<file path="src/rtl/nubus_pkg.sv">
// nubus_pkg: shared types and constants for the NuBus slave controller.
//   state_t      - slave FSM states
//   ST_*         - status codes driven on TM during ACK (logical polarity)
//   SLOT_PREFIX  - high nibble of standard slot space (Fs000000-FsFFFFFF)
//   byte_strobe  - one-hot byte lane enable for a byte transfer
package nubus_pkg;

  typedef enum logic [1:0] {
    S_IDLE   = 2'd0,
    S_WDATA  = 2'd1,
    S_ACCESS = 2'd2,
    S_RESP   = 2'd3
  } state_t;

  localparam logic [1:0] ST_DONE  = 2'b00;
  localparam logic [1:0] ST_ERR   = 2'b01;
  localparam logic [1:0] ST_TMO   = 2'b10;
  localparam logic [1:0] ST_RETRY = 2'b11;  // reserved, never issued

  localparam logic [3:0] SLOT_PREFIX = 4'hF;

  function automatic logic [3:0] byte_strobe(input logic [1:0] lane);
    return 4'b0001 << lane;
  endfunction

endpackage

</file>
<file path="src/rtl/nubus_slave_decode.sv">
// nubus_slave_decode: combinational address decode for the NuBus slave.
//   ad        in  32  address phase AD, logical polarity
//   tm0       in  1   TM0 (1 = byte transfer), logical polarity
//   id        in  4   slot ID, logical polarity
//   hit       out 1   address belongs to this card
//   super_hit out 1   hit was in super-slot space
//   addr      out 28  local byte address
//   wstrb     out 4   byte lane enables
//   size_err  out 1   unsupported size (block transfer encoding)
module nubus_slave_decode
  import nubus_pkg::*;
#(
  parameter int unsigned SUPER_EN = 1
) (
  input  logic [31:0] ad,
  input  logic        tm0,
  input  logic [3:0]  id,
  output logic        hit,
  output logic        super_hit,
  output logic [27:0] addr,
  output logic [3:0]  wstrb,
  output logic        size_err
);

  logic std_hit;
  logic sup_hit;

  always_comb begin
    std_hit = (ad[31:24] == {SLOT_PREFIX, id});
    // Slot IDs 0 and F have no super-slot region: 0 is unused and F would
    // overlap the standard slot space prefix.
    sup_hit = (SUPER_EN != 0) && (ad[31:28] == id) &&
              (id != SLOT_PREFIX) && (id != 4'h0);
    hit       = std_hit | sup_hit;
    super_hit = sup_hit;
    addr      = sup_hit ? ad[27:0] : {4'h0, ad[23:0]};

    size_err = 1'b0;
    wstrb    = 4'b0000;
    if (tm0) begin
      wstrb = byte_strobe(ad[1:0]);
    end else begin
      case (ad[1:0])
        2'b11:   wstrb = 4'b1111;
        2'b00:   wstrb = 4'b0011;
        2'b10:   wstrb = 4'b1100;
        default: size_err = 1'b1;  // 01 encodes a block transfer
      endcase
    end
  end

endmodule

</file>
<file path="src/rtl/nubus_slave.sv">
// nubus_slave: NuBus responder for the test card.
//   clkn, reset                  NuBus clock (posedge), async active-high reset
//   nub_startn/ackn/tmn/adn/idn  active-low bus inputs
//   ack_o, tm_o, tm_oe           ACK strobe and TM status (logical polarity)
//   ad_o, ad_oe                  read data (logical polarity) and enable
//   mem_*                        local access request / response
//   busy_o                       transaction in progress
//   dbg_state                    current FSM state
//
// Local handshake: mem_valid rises on entry to ACCESS and holds mem_addr,
// mem_write, mem_wstrb, mem_wdata stable until a cycle in which mem_ready=1
// (mem_rdata/mem_err are sampled in that cycle) or the wait budget expires;
// mem_valid is low in the following cycle either way.
module nubus_slave
  import nubus_pkg::*;
#(
  parameter int unsigned SUPER_EN = 1,
  parameter int unsigned MAX_WAIT = 14,
  parameter int unsigned CNT_W    = 8
) (
  input  logic        clkn,
  input  logic        reset,
  input  logic        nub_startn,
  input  logic        nub_ackn,
  input  logic [1:0]  nub_tmn,
  input  logic [31:0] nub_adn,
  input  logic [3:0]  nub_idn,
  output logic        ack_o,
  output logic [1:0]  tm_o,
  output logic        tm_oe,
  output logic [31:0] ad_o,
  output logic        ad_oe,
  output logic        mem_valid,
  output logic        mem_write,
  output logic        mem_super,
  output logic [27:0] mem_addr,
  output logic [3:0]  mem_wstrb,
  output logic [31:0] mem_wdata,
  input  logic        mem_ready,
  input  logic        mem_err,
  input  logic [31:0] mem_rdata,
  output logic        busy_o,
  output state_t      dbg_state
);

  localparam logic [CNT_W-1:0] LAST_WAIT = CNT_W'(MAX_WAIT - 1);

  logic        start;
  logic        ack;
  logic [1:0]  tm;
  logic [31:0] ad;
  logic [3:0]  id;

  assign start = ~nub_startn;
  assign ack   = ~nub_ackn;
  assign tm    = ~nub_tmn;
  assign ad    = ~nub_adn;
  assign id    = ~nub_idn;

  logic        dec_hit;
  logic        dec_super;
  logic [27:0] dec_addr;
  logic [3:0]  dec_wstrb;
  logic        dec_size_err;

  nubus_slave_decode #(.SUPER_EN(SUPER_EN)) u_decode (
    .ad        (ad),
    .tm0       (tm[0]),
    .id        (id),
    .hit       (dec_hit),
    .super_hit (dec_super),
    .addr      (dec_addr),
    .wstrb     (dec_wstrb),
    .size_err  (dec_size_err)
  );

  state_t           state;
  logic [CNT_W-1:0] wait_cnt;

  assign busy_o    = (state != S_IDLE);
  assign dbg_state = state;

  // All RESP outputs are loaded on the transition into RESP so they are
  // registered and valid for exactly the one RESP cycle.
  always_ff @(posedge clkn or posedge reset) begin
    if (reset) begin
      state     <= S_IDLE;
      wait_cnt  <= '0;
      ack_o     <= 1'b0;
      tm_o      <= 2'b00;
      tm_oe     <= 1'b0;
      ad_o      <= 32'h0;
      ad_oe     <= 1'b0;
      mem_valid <= 1'b0;
      mem_write <= 1'b0;
      mem_super <= 1'b0;
      mem_addr  <= 28'h0;
      mem_wstrb <= 4'h0;
      mem_wdata <= 32'h0;
    end else begin
      case (state)
        S_IDLE: begin
          // start & ack together is an attention cycle, not a transaction.
          if (start && !ack && dec_hit) begin
            mem_addr  <= dec_addr;
            mem_super <= dec_super;
            mem_write <= ~tm[1];
            mem_wstrb <= dec_wstrb;
            if (dec_size_err) begin
              state <= S_RESP;
              ack_o <= 1'b1;
              tm_oe <= 1'b1;
              tm_o  <= ST_ERR;
              ad_oe <= tm[1];
              ad_o  <= 32'h0;
            end else if (!tm[1]) begin
              state <= S_WDATA;
            end else begin
              state     <= S_ACCESS;
              mem_valid <= 1'b1;
              wait_cnt  <= '0;
            end
          end
        end

        S_WDATA: begin
          mem_wdata <= ad;
          mem_valid <= 1'b1;
          wait_cnt  <= '0;
          state     <= S_ACCESS;
        end

        S_ACCESS: begin
          if (mem_ready) begin
            mem_valid <= 1'b0;
            state     <= S_RESP;
            ack_o     <= 1'b1;
            tm_oe     <= 1'b1;
            tm_o      <= mem_err ? ST_ERR : ST_DONE;
            ad_oe     <= ~mem_write;
            ad_o      <= (mem_err || mem_write) ? 32'h0 : mem_rdata;
          end else if (wait_cnt == LAST_WAIT) begin
            // This is the MAX_WAIT-th cycle without ready: give up.
            mem_valid <= 1'b0;
            state     <= S_RESP;
            ack_o     <= 1'b1;
            tm_oe     <= 1'b1;
            tm_o      <= ST_TMO;
            ad_oe     <= ~mem_write;
            ad_o      <= 32'h0;
          end else begin
            wait_cnt <= wait_cnt + 1'b1;
          end
        end

        S_RESP: begin
          ack_o <= 1'b0;
          tm_oe <= 1'b0;
          tm_o  <= 2'b00;
          ad_oe <= 1'b0;
          ad_o  <= 32'h0;
          state <= S_IDLE;
        end

        default: state <= S_IDLE;
      endcase
    end
  end

endmodule
</file>
<file path="config.mk">
export PLATFORM = sky130hd
export DESIGN_NAME = nubus_slave
export DESIGN_NICKNAME = d
export VERILOG_FILES = /design/src/rtl/nubus_pkg.sv /design/src/rtl/nubus_slave_decode.sv /design/src/rtl/nubus_slave.sv
export SDC_FILE = /design/constraint.sdc
export NUM_CORES = 1
export LEC_CHECK = 0
export ABC_AREA = 1
export CAP_MARGIN = 20
export CORE_ASPECT_RATIO = 0.75
export CORE_MARGIN = 2
export CORE_UTILIZATION = 41
export DETAILED_ROUTE_END_ITERATION = 10
export PLACE_DENSITY = 0.77
export SLEW_MARGIN = 20
export SYNTH_ARGS = -nofsm -noshare
export SYNTH_HDL_FRONTEND = slang
export SYNTH_SLANG_ARGS = --single-unit
</file>
<file path="constraint.sdc">
create_clock -name clkn -period 3.5 [get_ports clkn]
set_clock_uncertainty 0.2 [all_clocks]
set_input_delay 0.35 -clock clkn [delete_from_list [all_inputs] [get_ports clkn]]
set_output_delay 0.35 -clock clkn [all_outputs]
set_load 0.05 [all_outputs]
</file>
==> results of run 1 <==
[layout make-up]
type	instances	area (µm²)
Clock inverter	11	185
Sequential cell	113	2830
Tap cell	166	208
Timing Repair Buffer	186	1860
Inverter	58	221
Clock buffer	21	450
Fill cell	982	4570
Multi-Input combinational cell	401	1900
[through the flow]
stage          cell area (µm²)  utilization (%)  hold slack (ns)  setup slack (ns)  total power [mW]
4_1_cts                   7650             62.6            0.258             0.695              7.51
2_1_floorplan             5100                -            0.259             0.904              4.46
6_report                  7650             62.6            0.231             0.723              7.45
3_5_place_dp              7020             57.4            0.257             0.692              5.61
5_1_grt                   7650             62.6            0.289             0.593              7.83
3_3_place_gp              7020             57.4            0.253             0.808              5.54
[cell families (layout without fill, tap and decap cells)]
group                    Yosys count  in the layout  synth area share [%]
AND/OR/NAND/NOR                  303            303                  25.2
flip-flops                       113            113                  55.5
buffers and inverters             86            276                  7.36
AO/OA/AOI/OAI                     81             81                  8.27
adder cells (fa/ha/maj)           11             11                  2.70
XOR/XNOR                           6              6                  1.03
[synthesized netlist by cell type (3+ instances only)]
master	count
a21oi_1	4
buf_4	7
buf_6	3
clkbuf_1	15
dfrtp_1	113
ha_1	11
inv_1	54
inv_2	4
nand2_1	192
nand2_2	3
nand3_1	46
nand3b_1	4
nand4_1	3
nor2_1	45
o21ai_0	65
o21ai_1	9
or2_2	3
xor2_1	4
[state kept, by name, indices dropped and copies added, names as in the netlist]
register / flops
dbg_state: 2
tm_o: 2
mem_valid: 1
tm_oe: 1
mem_addr: 28
mem_wdata: 32
mem_super: 1
wait_cnt: 8
ad_oe: 1
mem_write: 1
ad_o: 32
mem_wstrb: 4
[metal layers]
metal	wire, µm	track usage [%]
met1	5930	26.9
met5	0	0
met3	732	5.68
met4	197	8.11
met2	6630	33.6
[power by group]
| part | switching [mW] | internal [mW] | total, mW |
|---|---|---|---|
| sequential | 0.258 | 1.73 | 1.99 |
| combinational | 2.52 | 1.08 | 3.60 |
| clock | 0.585 | 1.28 | 1.86 |
| total | 3.36 | 4.09 | 7.45 |
[path summary, 6_finish.rpt]
path | to | from | slack, ns | cells past startpoint
min reg2reg | ad_o[24]$_DFFE_PP0P_ | ad_o[24]$_DFFE_PP0P_ | 0.27 | 2
min | mem_wdata[25]$_DFFE_PP0N_ | reset | 0.23 | 2
min in group clkn | ad_o[24]$_DFFE_PP0P_ | ad_o[24]$_DFFE_PP0P_ | 0.27 | 2
max reg2reg | ad_o[27]$_DFFE_PP0P_ | dbg_state[0]$_DFFE_PP0P_ | 0.96 | 9
max in group asynchronous | dbg_state[1]$_DFFE_PP0P_ | reset | 2.01 | 3
max | busy_o | dbg_state[0]$_DFFE_PP0P_ | 0.72 | 4
[critical path, cell delays in order, from the launching register on]
cell and delay [ns]:
dfrtp_1 0.42, inv_1 0.09, ha_1 0.32, inv_1 0.15, clkdlybuf4s50_1 0.84
==> results.tsv, run 1 <==
stage	metric	value	unit
place	gp_congestion	0.777	
synthesis	yosysTopAreaCellShare	55.5	%
cts	cts_max_level	4	
sta	tightestPinTransition	0.902	ns
drt	drc_errors	0	
cts	root_buffer	clkbuf_16	
cts	cts_resized	0	
pwr	irDropWorstVdd	0.465	mV
layout	layout-drive-gt1-share	6.33	%
drt	first_pass_iters	5	
critical_path	cp_max_fo	7	
synthesis	synth_area	0.00510	mm²
global_routing	grt_overflow	0	
synthesis	synth_edf_count	0	
cts	cts_max_path_buffers	2	
synthesis	synth_warnings	0	
place	dp.cells	924	
sta	setup_violations	0	
global_routing	grt_pass1_vias	4358	
sta	slew_headroom	39.9	%
cts	cts_sinks	113	
floorplanning	coreArea	0.0122	mm²
cts	clk_latency	0.40	ns
sta	clock.fmax	360	MHz
sta	period_share	79.3	%
floorplanning	die_w	133	µm
layout	diodes	0	
critical_path	cp-start-kind	flop	
worst_hold_path	hold_path.class	primary input to async pin	
sta	slew_violations	0	
drt	wl	13.5	mm
status	outcome	complete, no violations	
drt	drtAntennaViolNets	0	
critical_path	arrival	2.23	ns
synthesis	synth_area_leaders	dfrtp_1 (55%), nand2_1 (14%), o21ai_0 (6.4%)	
layout	synthToLayoutAreaGrowth	50.1	%
global_routing	grt_pass1_wl	21.8	mm
layout	layout_commonest_cell	nand2_1	
cts	tritoncts	yes	
sta	rsz0062_at_grt	no	
synthesis	ys_seq_area_share	55.5	%
cts	cts_setup_buffers	0	
drt	vias	4570	
synthesis	synth_seq_cells	113	
floorplanning	start_util	41.7	%
floorplanning	io_pins	183	
drt	wl_per_cell	14.1	µm
critical_path	worstSetupEndpointType	primary output	
global_routing	antenna_found_initial	0	
pwr	p_per_area	973	mW/mm²
synthesis	synth_fp_nets	687	
synthesis	synthCells	600	
drt	avgViaCountPerCell	4.78	
cts	hold_buffers	0	
synthesis	yosysTopAreaCell	dfrtp_1	
layout	final_cell_mix	nand2_1 (192), clkdlybuf4s50_1 (182), dfrtp_1 (113)	
floorplanning	die_area	0.0134	mm²
synthesis	ys_types	28	
critical_path	crit_required	2.95	ns
drt	dr.first_iter.drc_count	275	
sta	setup_tns	0	ns
synthesis	synth_area_per_cell	8.50	µm²
global_routing	grtUsageTotal	20.8	%
layout	final_cells	956	
critical_path	critPathKind	flop to primary output	
pwr	leakage	3.71	nW
synthesis	synth_flop_cell	dfrtp_1	
place	hpwl	9.38	mm
floorplanning	fp.dieH	101	µm
synthesis	async_flop_share	100	%
floorplanning	num_rows	35	
layout	final_net_count	864	
sta	hold_viol	0	
cts	numCtsBuffers	17	
cts	clkTransAtPathRegs	0.05	ns
flow_run	max_cap_violations	0	
sta	fin_crit	2.78	ns
global_routing	grt_max_degree	80	
place	port_buffers	182	
No activity file was read; power rests on OpenSTA's default activity.
==> inputs of run 2 (changes only) <==
--- a/config.mk
+++ b/config.mk
@@ -9,9 +9,9 @@
 export CAP_MARGIN = 20
 export CORE_ASPECT_RATIO = 0.75
 export CORE_MARGIN = 2
-export CORE_UTILIZATION = 41
+export CORE_UTILIZATION = 45
 export DETAILED_ROUTE_END_ITERATION = 10
-export PLACE_DENSITY = 0.77
+export PLACE_DENSITY = 0.8
 export SLEW_MARGIN = 20
 export SYNTH_ARGS = -nofsm -noshare
 export SYNTH_HDL_FRONTEND = slang
==> constraint.sdc (replaced) <==
create_clock -name clkn -period 2.9 [get_ports clkn]
set_clock_uncertainty 0.2 [all_clocks]
set_input_delay 0.29 -clock clkn [delete_from_list [all_inputs] [get_ports clkn]]
set_output_delay 0.29 -clock clkn [all_outputs]
set_load 0.05 [all_outputs]
==> run 2 against run 1 <==
Net effect:
- final cell count is 2.2% lower
- via count is 3.7% higher
- largest power group unchanged
- critical endpoint unchanged
- final area is 0.21% lower
- global-route usage is 4.2 points higher
- register-to-register slack worse by 0.44 ns
- sequential share of layout area is 0.079 points higher
- utilization is 6.9 points higher
- count of clock-buffer cells in the layout is 2 lower
- combinational power is 23% higher
==> results.tsv, run 2 (synthesis gave the netlist of run 1 again) <==
stage	metric	value	unit	change
sta	slew_headroom	40.5	%	+0.58 points
global_routing	grt_overflow	0		unchanged
drt	drtAntennaViolNets	0		unchanged
global_routing	antenna_found_initial	0		unchanged
critical_path	path_buf_inv	3		unchanged
global_routing	grt_use_met2	43.4	%	+9.9 points
drt	first_pass_iters	5		unchanged
worst_hold_path	hold_path.class	primary input to async pin		
layout	layout_commonest_cell	nand2_1		
sta	hold_viol	0		unchanged
layout	final_net_count	869		+0.58%
floorplanning	fp.dieH	96.2	µm	-4.4%
sta	clock.fmax	364	MHz	
cts	numCtsBuffers	17		unchanged
sta	tightestPinTransition	0.893	ns	-0.00871 ns
floorplanning	num_rows	33		-5.7%
cts	cts_max_path_buffers	2		unchanged
sta	setup_tns	0	ns	unchanged
layout	design_area	0.00764	mm²	-0.21%
layout	final_cells	935		-2.2%
global_routing	grt_pass1_vias	4661		+7.0%
global_routing	grt.met3_usage	6.50	%	+0.82 points
critical_path	arrival	2.25	ns	+0.02 ns
cts	hold_buffers	0		unchanged
global_routing	top_usage_layer	met2		
floorplanning	die_w	127	µm	-4.4%
pwr	leakage	3.71	nW	about the same
place	placed_area	0.00703	mm²	+0.25%
sta	rsz0062_at_grt	no		
floorplanning	die_area	0.0122	mm²	-8.6%
sta	setup_violations	0		unchanged
cts	clkTransAtPathRegs	0.06	ns	about the same
critical_path	cp_slowest_stage_delay	0.85	ns	about the same
floorplanning	coreArea	0.0110	mm²	-10%
cts	clk_latency	0.41	ns	about the same
critical_path	cp-start-kind	flop		
drt	wl	14.6	mm	+8.5%
place	gp_congestion	0.842		+8.3%
global_routing	grt_pass1_wl	23.6	mm	+8.5%
global_routing	grtUsageTotal	24.9	%	+4.2 points
global_routing	grtUsageMet1	31.2	%	+4.2 points
layout	reg_top3	ad_o x32, mem_wdata x32, mem_addr x28		
pwr	irDropWorstVdd	0.836	mV	+80%
cts	cts_resized	0		unchanged
cts	cts_sinks	113		unchanged
sta	slew_violations	0		unchanged
cts	tritoncts	yes		
critical_path	slowest_stage	clkdlybuf4s50_1		
critical_path	worstSetupEndpointType	primary output		
critical_path	cp_max_fo	7		unchanged
critical_path	crit_required	2.41	ns	-0.54 ns
drt	dr.first_iter.drc_count	279		+1.5%
critical_path	critPathKind	flop to primary output		
layout	synthToLayoutAreaGrowth	49.8	%	
layout	layout-drive-gt1-share	7.30	%	+0.97 points
drt	wl_per_cell	15.7	µm	+11%
cts	cts_setup_buffers	0		unchanged
drt	vias	4739		+3.7%
layout	final_cell_mix	nand2_1 (192), clkdlybuf4s50_1 (182), dfrtp_1 (113)		
sta	fin_crit	2.74	ns	
pwr	p_total	8.91	mW	+20%
place	dp.cells	903		-2.3%
global_routing	grt_max_degree	65		-19%
flow_run	max_cap_violations	0		unchanged
critical_path	path_cells	inv_1 > ha_1 > inv_1 > clkdlybuf4s50_1		
place	port_buffers	182		unchanged
drt	avgViaCountPerCell	5.07		+6.0%
critical_path	cpMostUsedCell	inv_1		
floorplanning	start_util	46.4	%	+4.7 points
layout	diodes	0		unchanged
pwr	p_per_area	1170	mW/mm²	+20%
layout	fill_cells	798		-19%
place	hpwl	10.3	mm	+9.9%
status	outcome	complete, no violations		
sta	period_share	94.6	%	
cts	root_buffer	clkbuf_16		
cts	cts_max_level	4		unchanged
drt	drc_errors	0		unchanged
critical_path	critical-path-top-delay-family	buffers and inverters		
floorplanning	io_pins	183		unchanged
==> run 2: power by group <==
part	internal [mW]	total, mW	switching [mW]
sequential	2.09	2.39	0.308
combinational	1.32	4.41	3.09
clock	1.32	2.10	0.780
total	4.73	8.91	4.18
==> run 2: per-layer routing <==
layer  up-vias  wire [µm]
li1       2257          -
met1      2314       6120
met2       148       7630
met3        20        664
met4         0        218
met5         -          0
==> run 2: stage by stage <==
step                      worst slack, ns  hold WS (ns)  utilization [%]
after floorplan                     0.304         0.202                -
after global placement              0.522         0.255             64.0
after detailed placement            0.418         0.257             64.0
after CTS                           0.141         0.229             69.5
after global routing               0.0195         0.274             69.5
final                               0.155         0.201             69.5
==> run 2: worst reg2reg max path, cell delays in order, from the launching register on <==
cell and delay, ns:
dfrtp_1 0.43, inv_1 0.11, ha_1 0.37, inv_1 0.22, nor2_1 0.33, a21boi_4 0.12, buf_4 0.26, nand3_1 0.16
nand2_1 0.07
==> run 2: final timing paths <==
check                                         start                   endpoint  slack [ns]  cells past startpoint
hold / removal                                reset  mem_wdata[11]$_DFFE_PP0N_        0.20                      2
setup reg to reg           dbg_state[0]$_DFFE_PP0P_       ad_o[29]$_DFFE_PP0P_        0.52                      8
min in group clkn               tm_o[0]$_DFFE_PP0P_        tm_o[0]$_DFFE_PP0P_        0.27                      2
setup / recovery           dbg_state[0]$_DFFE_PP0P_                     busy_o        0.16                      4
hold reg to reg                 tm_o[0]$_DFFE_PP0P_        tm_o[0]$_DFFE_PP0P_        0.27                      2
max in group asynchronous                     reset  mem_wdata[30]$_DFFE_PP0N_        1.60                      3
==> run 2: final cells by class <==
class | instances | area [µm²] | area share, %
timing repair buffer | 191 | 1910 | 25.1
sequential | 113 | 2830 | 37.0
clock buffer | 19 | 453 | 5.93
inverter | 58 | 221 | 2.90
multi-input combinational | 401 | 1900 | 24.8
clock inverter | 13 | 149 | 1.95
tap | 140 | 175 | 2.29
==> inputs of run 3 (changes only) <==
--- a/config.mk
+++ b/config.mk
@@ -12,6 +12,7 @@
 export CORE_UTILIZATION = 45
 export DETAILED_ROUTE_END_ITERATION = 10
 export PLACE_DENSITY = 0.8
+export RECOVER_POWER = 50
 export SLEW_MARGIN = 20
 export SYNTH_ARGS = -nofsm -noshare
 export SYNTH_HDL_FRONTEND = slang
==> run 3 against run 2 <==
Net effect:
- the run now ends with capacitance limit, slew limit left
- final cell count did not move
- die area unchanged
- register-to-register slack got worse by 0.07 ns
- utilization is 0.44 points lower
- setup slack lost 0.00068 ns
- count of clock-buffer cells in the layout did not move
- wire length grew 0.19%
- sequential share of layout area grew 0.24 points
- sequential cell count stayed put
- critical path depth unchanged
- critical path type unchanged
- largest cell class unchanged
- largest power group unchanged
==> results.tsv, run 3 (synthesis gave the netlist of run 1 again) <==
stage	metric	value	unit	change
sta	hold_slack	0.262	ns	+0.0603 ns
worst_hold_path	hold_end	ad_o[11]$_DFFE_PP0P_		
drt	avgViaCountPerCell	5.08		+0.23%
critical_path	r2r_end	mem_addr[20]$_DFFE_PP0P_		
critical_path	slowest_stage	clkdlybuf4s50_1		
layout	fill_cells	805		+0.88%
cts	root_buffer	clkbuf_16		
worst_hold_path	hp-start	ad_o[11]$_DFFE_PP0P_		
sta	slew_violations	37		+37
global_routing	grt_max_degree	65		unchanged
cts	tritoncts	yes		
critical_path	crit_required	2.41	ns	about the same
global_routing	grt_overflow	0		unchanged
critical_path	arrival	2.26	ns	about the same
place	gp_congestion	0.842		unchanged
drt	dr.first_iter.drc_count	286		+2.5%
pwr	irDropWorstVdd	0.833	mV	-0.38%
drt	drtAntennaViolNets	0		unchanged
sta	hold_viol	0		unchanged
cts	numCtsBuffers	17		unchanged
place	port_buffers	182		unchanged
floorplanning	io_pins	183		unchanged
pwr	p_per_area	1160	mW/mm²	-0.29%
sta	setup_violations	0		unchanged
critical_path	critical-path-top-delay-family	buffers and inverters		
layout	diodes	0		unchanged
drt	dr_wl_met2	7.65	mm	+0.22%
floorplanning	fp.dieH	96.2	µm	unchanged
critical_path	cp_slowest_stage_delay	0.85	ns	about the same
sta	slew_headroom	-6.58	%	-47 points
sta	period_share	94.7	%	about the same
cts	clkTransAtPathRegs	0.06	ns	about the same
drt	drc_errors	0		unchanged
layout	synthToLayoutAreaGrowth	48.8	%	
layout	final_cell_mix	nand2_1 (193), clkdlybuf4s50_1 (135), dfrtp_1 (113)		
drt	dr.max_layer_used	met4		
floorplanning	start_util	46.4	%	unchanged
cts	hold_buffers	0		unchanged
sta	tightestPinTransition	1.59	ns	+0.697 ns
layout	final_net_count	869		unchanged
sta	clock.fmax	364	MHz	about the same
critical_path	worstSetupEndpointType	primary output		
layout	layout-drive-gt1-share	6.79	%	-0.50 points
drt	wl	14.7	mm	+0.19%
critical_path	critPathKind	flop to primary output		
cts	cts_resized	0		unchanged
drt	wl_met1	6.18	mm	+0.96%
drt	vias	4750		+0.23%
floorplanning	die_w	127	µm	unchanged
pwr	leakage	3.81	nW	+2.7%
critical_path	path_cells	inv_1 > ha_1 > inv_1 > clkdlybuf4s50_1		
critical_path	r2r-start	dbg_state[0]$_DFFE_PP0P_		
place	hpwl	10.3	mm	unchanged
critical_path	path_buf_inv	3		unchanged
critical_path	cp-start-kind	flop		
cts	cts_sinks	113		unchanged
status	outcome	finished, violations left		
drt	met3_wirelength	624	µm	-6.0%
drt	first_pass_iters	5		unchanged
sta	rsz0062_at_grt	no		
cts	cts_max_level	4		unchanged
drt	wl_per_cell	15.7	µm	+0.19%
critical_path	rrSetupSlack	0.45	ns	-0.07 ns
layout	layout_commonest_cell	nand2_1		
global_routing	grtUsageTotal	24.9	%	unchanged
floorplanning	die_area	0.0122	mm²	unchanged
floorplanning	num_rows	33		unchanged
layout	reg_top3	ad_o x32, mem_wdata x32, mem_addr x28		
cts	clk_latency	0.40	ns	about the same
worst_hold_path	hold_path.class	flop to flop		
global_routing	grt_pass1_wl	23.6	mm	unchanged
global_routing	antenna_found_initial	0		unchanged
status	violations	capacitance limit, slew limit		
cts	cts_setup_buffers	0		unchanged
cts	cts_max_path_buffers	2		unchanged
sta	setup_tns	0	ns	unchanged
critical_path	cp_max_fo	7		unchanged
floorplanning	coreArea	0.0110	mm²	unchanged
sta	fin_crit	2.75	ns	+0.000683 ns
worst_hold_path	min_path_cells	2		
critical_path	ff2ff_path_depth	5		-3
critical_path	cpMostUsedCell	inv_1		
flow_run	max_cap_violations	1		+1
global_routing	grt_pass1_vias	4661		unchanged
-- run 3: cell types whose count changed in the layout (fill, tap and decap cells not counted), moves of 2 or more --
cell             change
buf_12               -2
buf_4                -4
clkbuf_1             +3
clkbuf_2             +3
clkdlybuf4s50_1     -47
dlygate4sd3_1       +47
-- run 3: worst max path at each step --
stage / from / end / slack, ns / cells after the start
floorplan: dbg_state[0]$_DFFE_PP0P_ / wait_cnt[0]$_DFFE_PP0P_ / 0.30 / 12
global placement: nub_idn[3] / mem_super$_DFFE_PP0P_ / 0.52 / 9
detailed placement: nub_idn[3] / mem_addr[20]$_DFFE_PP0P_ / 0.42 / 9
CTS: dbg_state[0]$_DFFE_PP0P_ / busy_o / 0.14 / 4
global route: dbg_state[0]$_DFFE_PP0P_ / busy_o / 0.02 / 4
finish: dbg_state[0]$_DFFE_PP0P_ / busy_o / 0.15 / 4
-- run 3: power by group --
part | internal (mW) | switching (mW) | total (mW) | leakage [nW]
Combinational | 1.25 | 3.09 | 4.34 | 2.05
Clock | 1.32 | 0.780 | 2.10 | 0.276
Sequential | 2.09 | 0.300 | 2.39 | 1.49
Total | 4.66 | 4.17 | 8.83 | 3.81
-- run 3: through the flow --
| stage | setup slack (ns) | utilization (%) | instance area, µm² | power (mW) | std cells |
|---|---|---|---|---|---|
| 6_report | 0.155 | 69.1 | 7590 | 8.83 | 935 |
| 5_1_grt | 0.0195 | 69.1 | 7590 | 9.29 | 935 |
| 4_1_cts | 0.141 | 69.5 | 7640 | 8.97 | 935 |
| 3_5_place_dp | 0.418 | 64.0 | 7030 | 6.82 | 903 |
| 3_3_place_gp | 0.522 | 64.0 | 7030 | 6.71 | 903 |
| 2_1_floorplan | 0.304 | - | 5100 | 5.38 | 600 |
-- run 3: layout make-up --
class	count	area [µm²]	area share, %
Clock buffer	19	453	5.97
Inverter	58	219	2.89
Timing Repair Buffer	191	1870	24.7
Clock inverter	13	149	1.96
Sequential cell	113	2830	37.3
Tap cell	140	175	2.31
Multi-Input combinational cell	401	1890	25.0
-- run 3: worst reg2reg max path: cells and delay by family (launching register included) --
| kind | cells | cell delay, ns |
|---|---|---|
| AO/OA/AOI/OAI | 1 | 0.49 |
| adder cells (fa/ha/maj) | 1 | 0.35 |
| buffers and inverters | 2 | 0.74 |
| flip-flops | 1 | 0.43 |
| AND/OR/NAND/NOR | 1 | 0.14 |
-- run 3: routing by layer --
layer,vias up,GRT usage (%)
met2,136,43.4
met1,2338,31.2
li1,2257,-
met5,-,0
met3,19,6.50
met4,0,7.14
==> patch 1: new RTL, settings of run 1 <==
Set the parameter `CNT_W` to 9 (it was 8).
--- a/src/rtl/nubus_slave.sv
+++ b/src/rtl/nubus_slave.sv
@@ -17,5 +17,5 @@
   parameter int unsigned SUPER_EN = 1,
   parameter int unsigned MAX_WAIT = 14,
-  parameter int unsigned CNT_W    = 8
+  parameter int unsigned CNT_W    = 9
 ) (
   input  logic        clkn,
Formal check against the unedited RTL: same outputs for any inputs over 4 cycles, from zero or initial values and one cycle with reset high; that may be too few to reach the edited logic, so the function may still have changed.
==> patch 1 against run 1 <==
  * Wire length increased by 3.7%
  * Critical path depth did not move
  * Clock power decreased by 8%
  * Sequential cell count rose by 1
  * Non-clock buffer count unchanged
  * Hold slack better by 0.031 ns
  * Count of clock-buffer cells in the layout shrank 3
  * Final area grew 0.38%
  * Total power fell by 1.3%
  * Setup slack worse by 0.068 ns
  * Area after synthesis up 1.2%
==> patch 1: results <==
set metrics [dict create \
    grt_antenna_before_repair 0 \
    first_global_vias 4633 \
    cts.root.buffer_cell "sky130_fd_sc_hd__clkbuf_16" \
    synthFlopType "sky130_fd_sc_hd__dfrtp_1" \
    synth_sequential_area_ratio_pct 55.3 \
    vdd_drop_max_mv 0.548 \
    cts_buffers 17 \
    share_of_cells_above_drive_strength_1_pct 5.57 \
    routability_driven_placement_congestion_ratio 0.828 \
    cts.reportedPaths.clkPinSlew_ns 0.05 \
    synth_nets 707 \
    detailedRoute.firstPassIterationCount 5 \
    netlist_top_cells_count "207 x sky130_fd_sc_hd__nand2_1, 114 x sky130_fd_sc_hd__dfrtp_1, 65 x sky130_fd_sc_hd__o21ai_0" \
    buffer_ports.inserted 182 \
    crit-reg2reg-capture "wait_cnt[4]$_DFFE_PP0P_" \
    grt_first_pass_wirelength_um 22800 \
    dr.first_iter.drc_count 263 \
    timing.max_slew.rel_slack_pct 40.6 \
    pin_count_of_the_biggest_net_entering_global_routing 115 \
    nets 883 \
    cts.repair_timing.setup_buffer_count 0 \
    endpoint "busy_o" \
    wl_um 14000 \
    hpwlAfterDp_um 9830 \
    r2r_start "dbg_state[0]$_DFFE_PP0P_" \
    yosysWarnings 0 \
    run_status "finished, final reports clean" \
    grt.total_usage_pct 21.2 \
    finalSetupViolations 0 \
    timing.critical_path.fanout_max 7 \
    reg_top3 "ad_o: 32 flops, mem_wdata: 32 flops, mem_addr: 28 flops" \
    insertedDiodeCount 0 \
    biggest_area_contributors_in_the_synthesized_netlist "sky130_fd_sc_hd__dfrtp_1 55%, sky130_fd_sc_hd__nand2_1 15%, sky130_fd_sc_hd__o21ai_0 6.3%" \
    number_of_distinct_library_cells_after_synthesis 28 \
    detail_route.vias_per_cell 4.92 \
    cts_resized 0 \
    reg2reg_setup_slack_ns 0.80 \
    dpl-instance-area_um2 7090 \
    min-delay-path-class "primary input to asynchronous set/reset pin" \
    cts.path.max_buffers 2 \
    n_fill_cell 988 \
    hold_ws_ns 0.263 \
    kind_of_launch_point_of_the_worst_setup_path "register" \
    htree_num_levels 4 \
    asr_flop_ratio_synth_pct 100 \
    r2r.worst_path.cells 8 \
    power_leakage_nw 3.77 \
    clock_latency_ns 0.40 \
]
## patch 1: cell families after synthesis
logic type / after synthesis / share of synthesized area, %
compound gates: 73 / 7.54
xor+xnor: 5 / 0.849
fa+ha+maj: 11 / 2.67
buf+inv: 87 / 7.06
flops: 114 / 55.3
simple gates: 330 / 26.6
## patch 1: metal layers
layer,vias to the layer above,global-route usage (%),wire length (µm)
li1,2299,-,-
met1,2296,27.9,6130
met2,169,34.5,6710
met3,31,4.55,845
met4,0,9.08,310
met5,-,0,0
## patch 1: worst max-delay path, cell delays in order (launching register included)
cell and delay (ns):
sky130_fd_sc_hd__dfrtp_1 0.43, sky130_fd_sc_hd__inv_1 0.10, sky130_fd_sc_hd__ha_1 0.34, sky130_fd_sc_hd__inv_1 0.18
sky130_fd_sc_hd__clkdlybuf4s50_1 0.85
## patch 1: layout make-up
class / instances / area (µm²) / area share [%]
timing repair buffer: 186 / 1860 / 24.3
tap: 166 / 208 / 2.70
inverter: 58 / 221 / 2.88
sequential: 114 / 2850 / 37.1
clock buffer: 18 / 429 / 5.59
clock inverter: 13 / 163 / 2.12
multi-input combinational: 419 / 1940 / 25.3
## patch 1: through the flow
step	cells	setup slack (ns)
global placement	943	0.708
finish	974	0.655
global route	974	0.578
floorplan	620	0.851
CTS	974	0.655
detailed placement	943	0.529
## patch 1: power by group
group	switching [mW]	leakage [nW]	internal (mW)	total (mW)
combinational	2.55	1.99	1.08	3.63
clock	0.610	0.282	1.11	1.72
sequential	0.255	1.50	1.74	2.00
==> patch 2: new RTL, settings of run 1 <==
Without the edit above. Make the reset (`reset`) synchronous in one clocked block. Comments in the files are not updated.
--- a/src/rtl/nubus_slave.sv
+++ b/src/rtl/nubus_slave.sv
@@ -83,5 +83,5 @@
   // All RESP outputs are loaded on the transition into RESP so they are
   // registered and valid for exactly the one RESP cycle.
-  always_ff @(posedge clkn or posedge reset) begin
+  always_ff @(posedge clkn) begin
     if (reset) begin
       state     <= S_IDLE;
Behaviour: differs if reset is asserted again (counterexample within 4 cycles, from zero or initial values and one cycle with reset high); with reset held inactive, the same outputs for 4 cycles.
==> patch 2 against run 1 <==
  * Die area shrank 4.2%
  * Maximum frequency shrank 0.24%
  * Sequential power shrank 17%
  * Non-clock buffer count grew 3
  * Clock power grew 9%
  * Area after synthesis shrank 4.3%
  * Setup slack lost 0.0067 ns
  * Register-to-register slack gained 0.07 ns
  * Utilization grew 1.8 points
  * Wire length grew 4.3%
  * Via count grew 9.8%
  * Sequential cell count is the same
  * Total power shrank 17%
  * Final area shrank 2.2%
  * Largest cell class unchanged
  * Largest power group unchanged
==> patch 2: results <==
set metrics [dict create \
    gr-usage-met2_pct 34.7 \
    wl_um 14100 \
    met2WireLength_um 6620 \
    grtUsageMet1_pct 29.2 \
    hpwlAfterDp_um 9790 \
    dpl-instance-area_um2 6780 \
    switching_power_of_the_nets_mw 2.44 \
    nets 908 \
    syn-mean-instance-area_um2 7.40 \
    r2r_start "dbg_state[0]$_SDFFE_PP0P_" \
    routability_driven_placement_congestion_ratio 0.878 \
    preCtsSetupSlack_ns 0.545 \
    reg2reg_setup_slack_ns 1.03 \
    asr_flop_ratio_synth_pct 0 \
    first_global_vias 4644 \
    synth_sequential_area_ratio_pct 46.4 \
    pin_count_of_the_biggest_net_entering_global_routing 89 \
    run_status "finished, final reports clean" \
    synth_nets 746 \
    worst_hold_path.endpoint "mem_valid$_SDFFE_PP0P_" \
    dr.first_iter.drc_count 422 \
    cts_resized 0 \
    detail_route.vias_per_cell 5.04 \
    grt.total_usage_pct 22.3 \
    power_leakage_nw 2.95 \
    hold_ws_ns 0.265 \
    synthFlopType "sky130_fd_sc_hd__dfxtp_1" \
    min-delay-path-class "register to register" \
    n_fill_cell 949 \
    biggest_area_contributors_in_the_synthesized_netlist "sky130_fd_sc_hd__dfxtp_1 46%, sky130_fd_sc_hd__a21oi_1 11%, sky130_fd_sc_hd__nand2_1 9.2%" \
    share_of_cells_above_drive_strength_1_pct 6.72 \
    grt_first_pass_wirelength_um 22800 \
    timing.max_slew.rel_slack_pct 31.8 \
    finalWorstPathRequiredPeriod_ns 2.78 \
    crit-reg2reg-capture "ad_o[28]$_SDFFE_PP0P_" \
    finish.cell_count_without_fillers 995 \
    routed-wl-met3_um 1160 \
    vdd_drop_max_mv 0.483 \
    wirelength_met1_um 6110 \
    gr-usage-met3_pct 7.22 \
    netlist_top_cells_count "119 x sky130_fd_sc_hd__nand2_1, 113 x sky130_fd_sc_hd__dfxtp_1, 107 x sky130_fd_sc_hd__a21oi_1" \
    timing.critical_path.slowest_stage_cell "sky130_fd_sc_hd__clkdlybuf4s50_1" \
    detailedRoute.firstPassIterationCount 7 \
    number_of_distinct_library_cells_after_synthesis 30 \
    placedCellCount 964 \
]
patch 2: power groups by stage:
stage	registers, mW	clock network [mW]	logic [mW]
after detailed placement	1.68	0	2.47
after global routing	1.69	2.13	2.68
after floorplan	2.36	0	1.04
after CTS	1.66	2.06	2.48
after global placement	1.67	0	2.41
final	1.66	2.03	2.49
patch 2: cell type report:
cell class | count | area [µm²] | area share (%)
Clock buffer | 23 | 508 | 6.79
Clock inverter | 8 | 196 | 2.62
Inverter | 56 | 210 | 2.81
Multi-Input combinational cell | 444 | 2190 | 29.3
Sequential cell | 113 | 2260 | 30.2
Tap cell | 162 | 203 | 2.71
Timing Repair Buffer | 189 | 1910 | 25.5
patch 2: logic make-up (layout without fill, tap and decap cells):
logic type,Yosys count,after routing,share of synthesized area [%]
xor gates and xnor gates,5,5,0.898
DFF,113,113,46.4
and+or+nand+nor,250,250,22.6
adders and majority gates,11,11,2.82
buffers and inverters,102,276,8.82
AOI/OAI and AO/OA,178,178,18.5
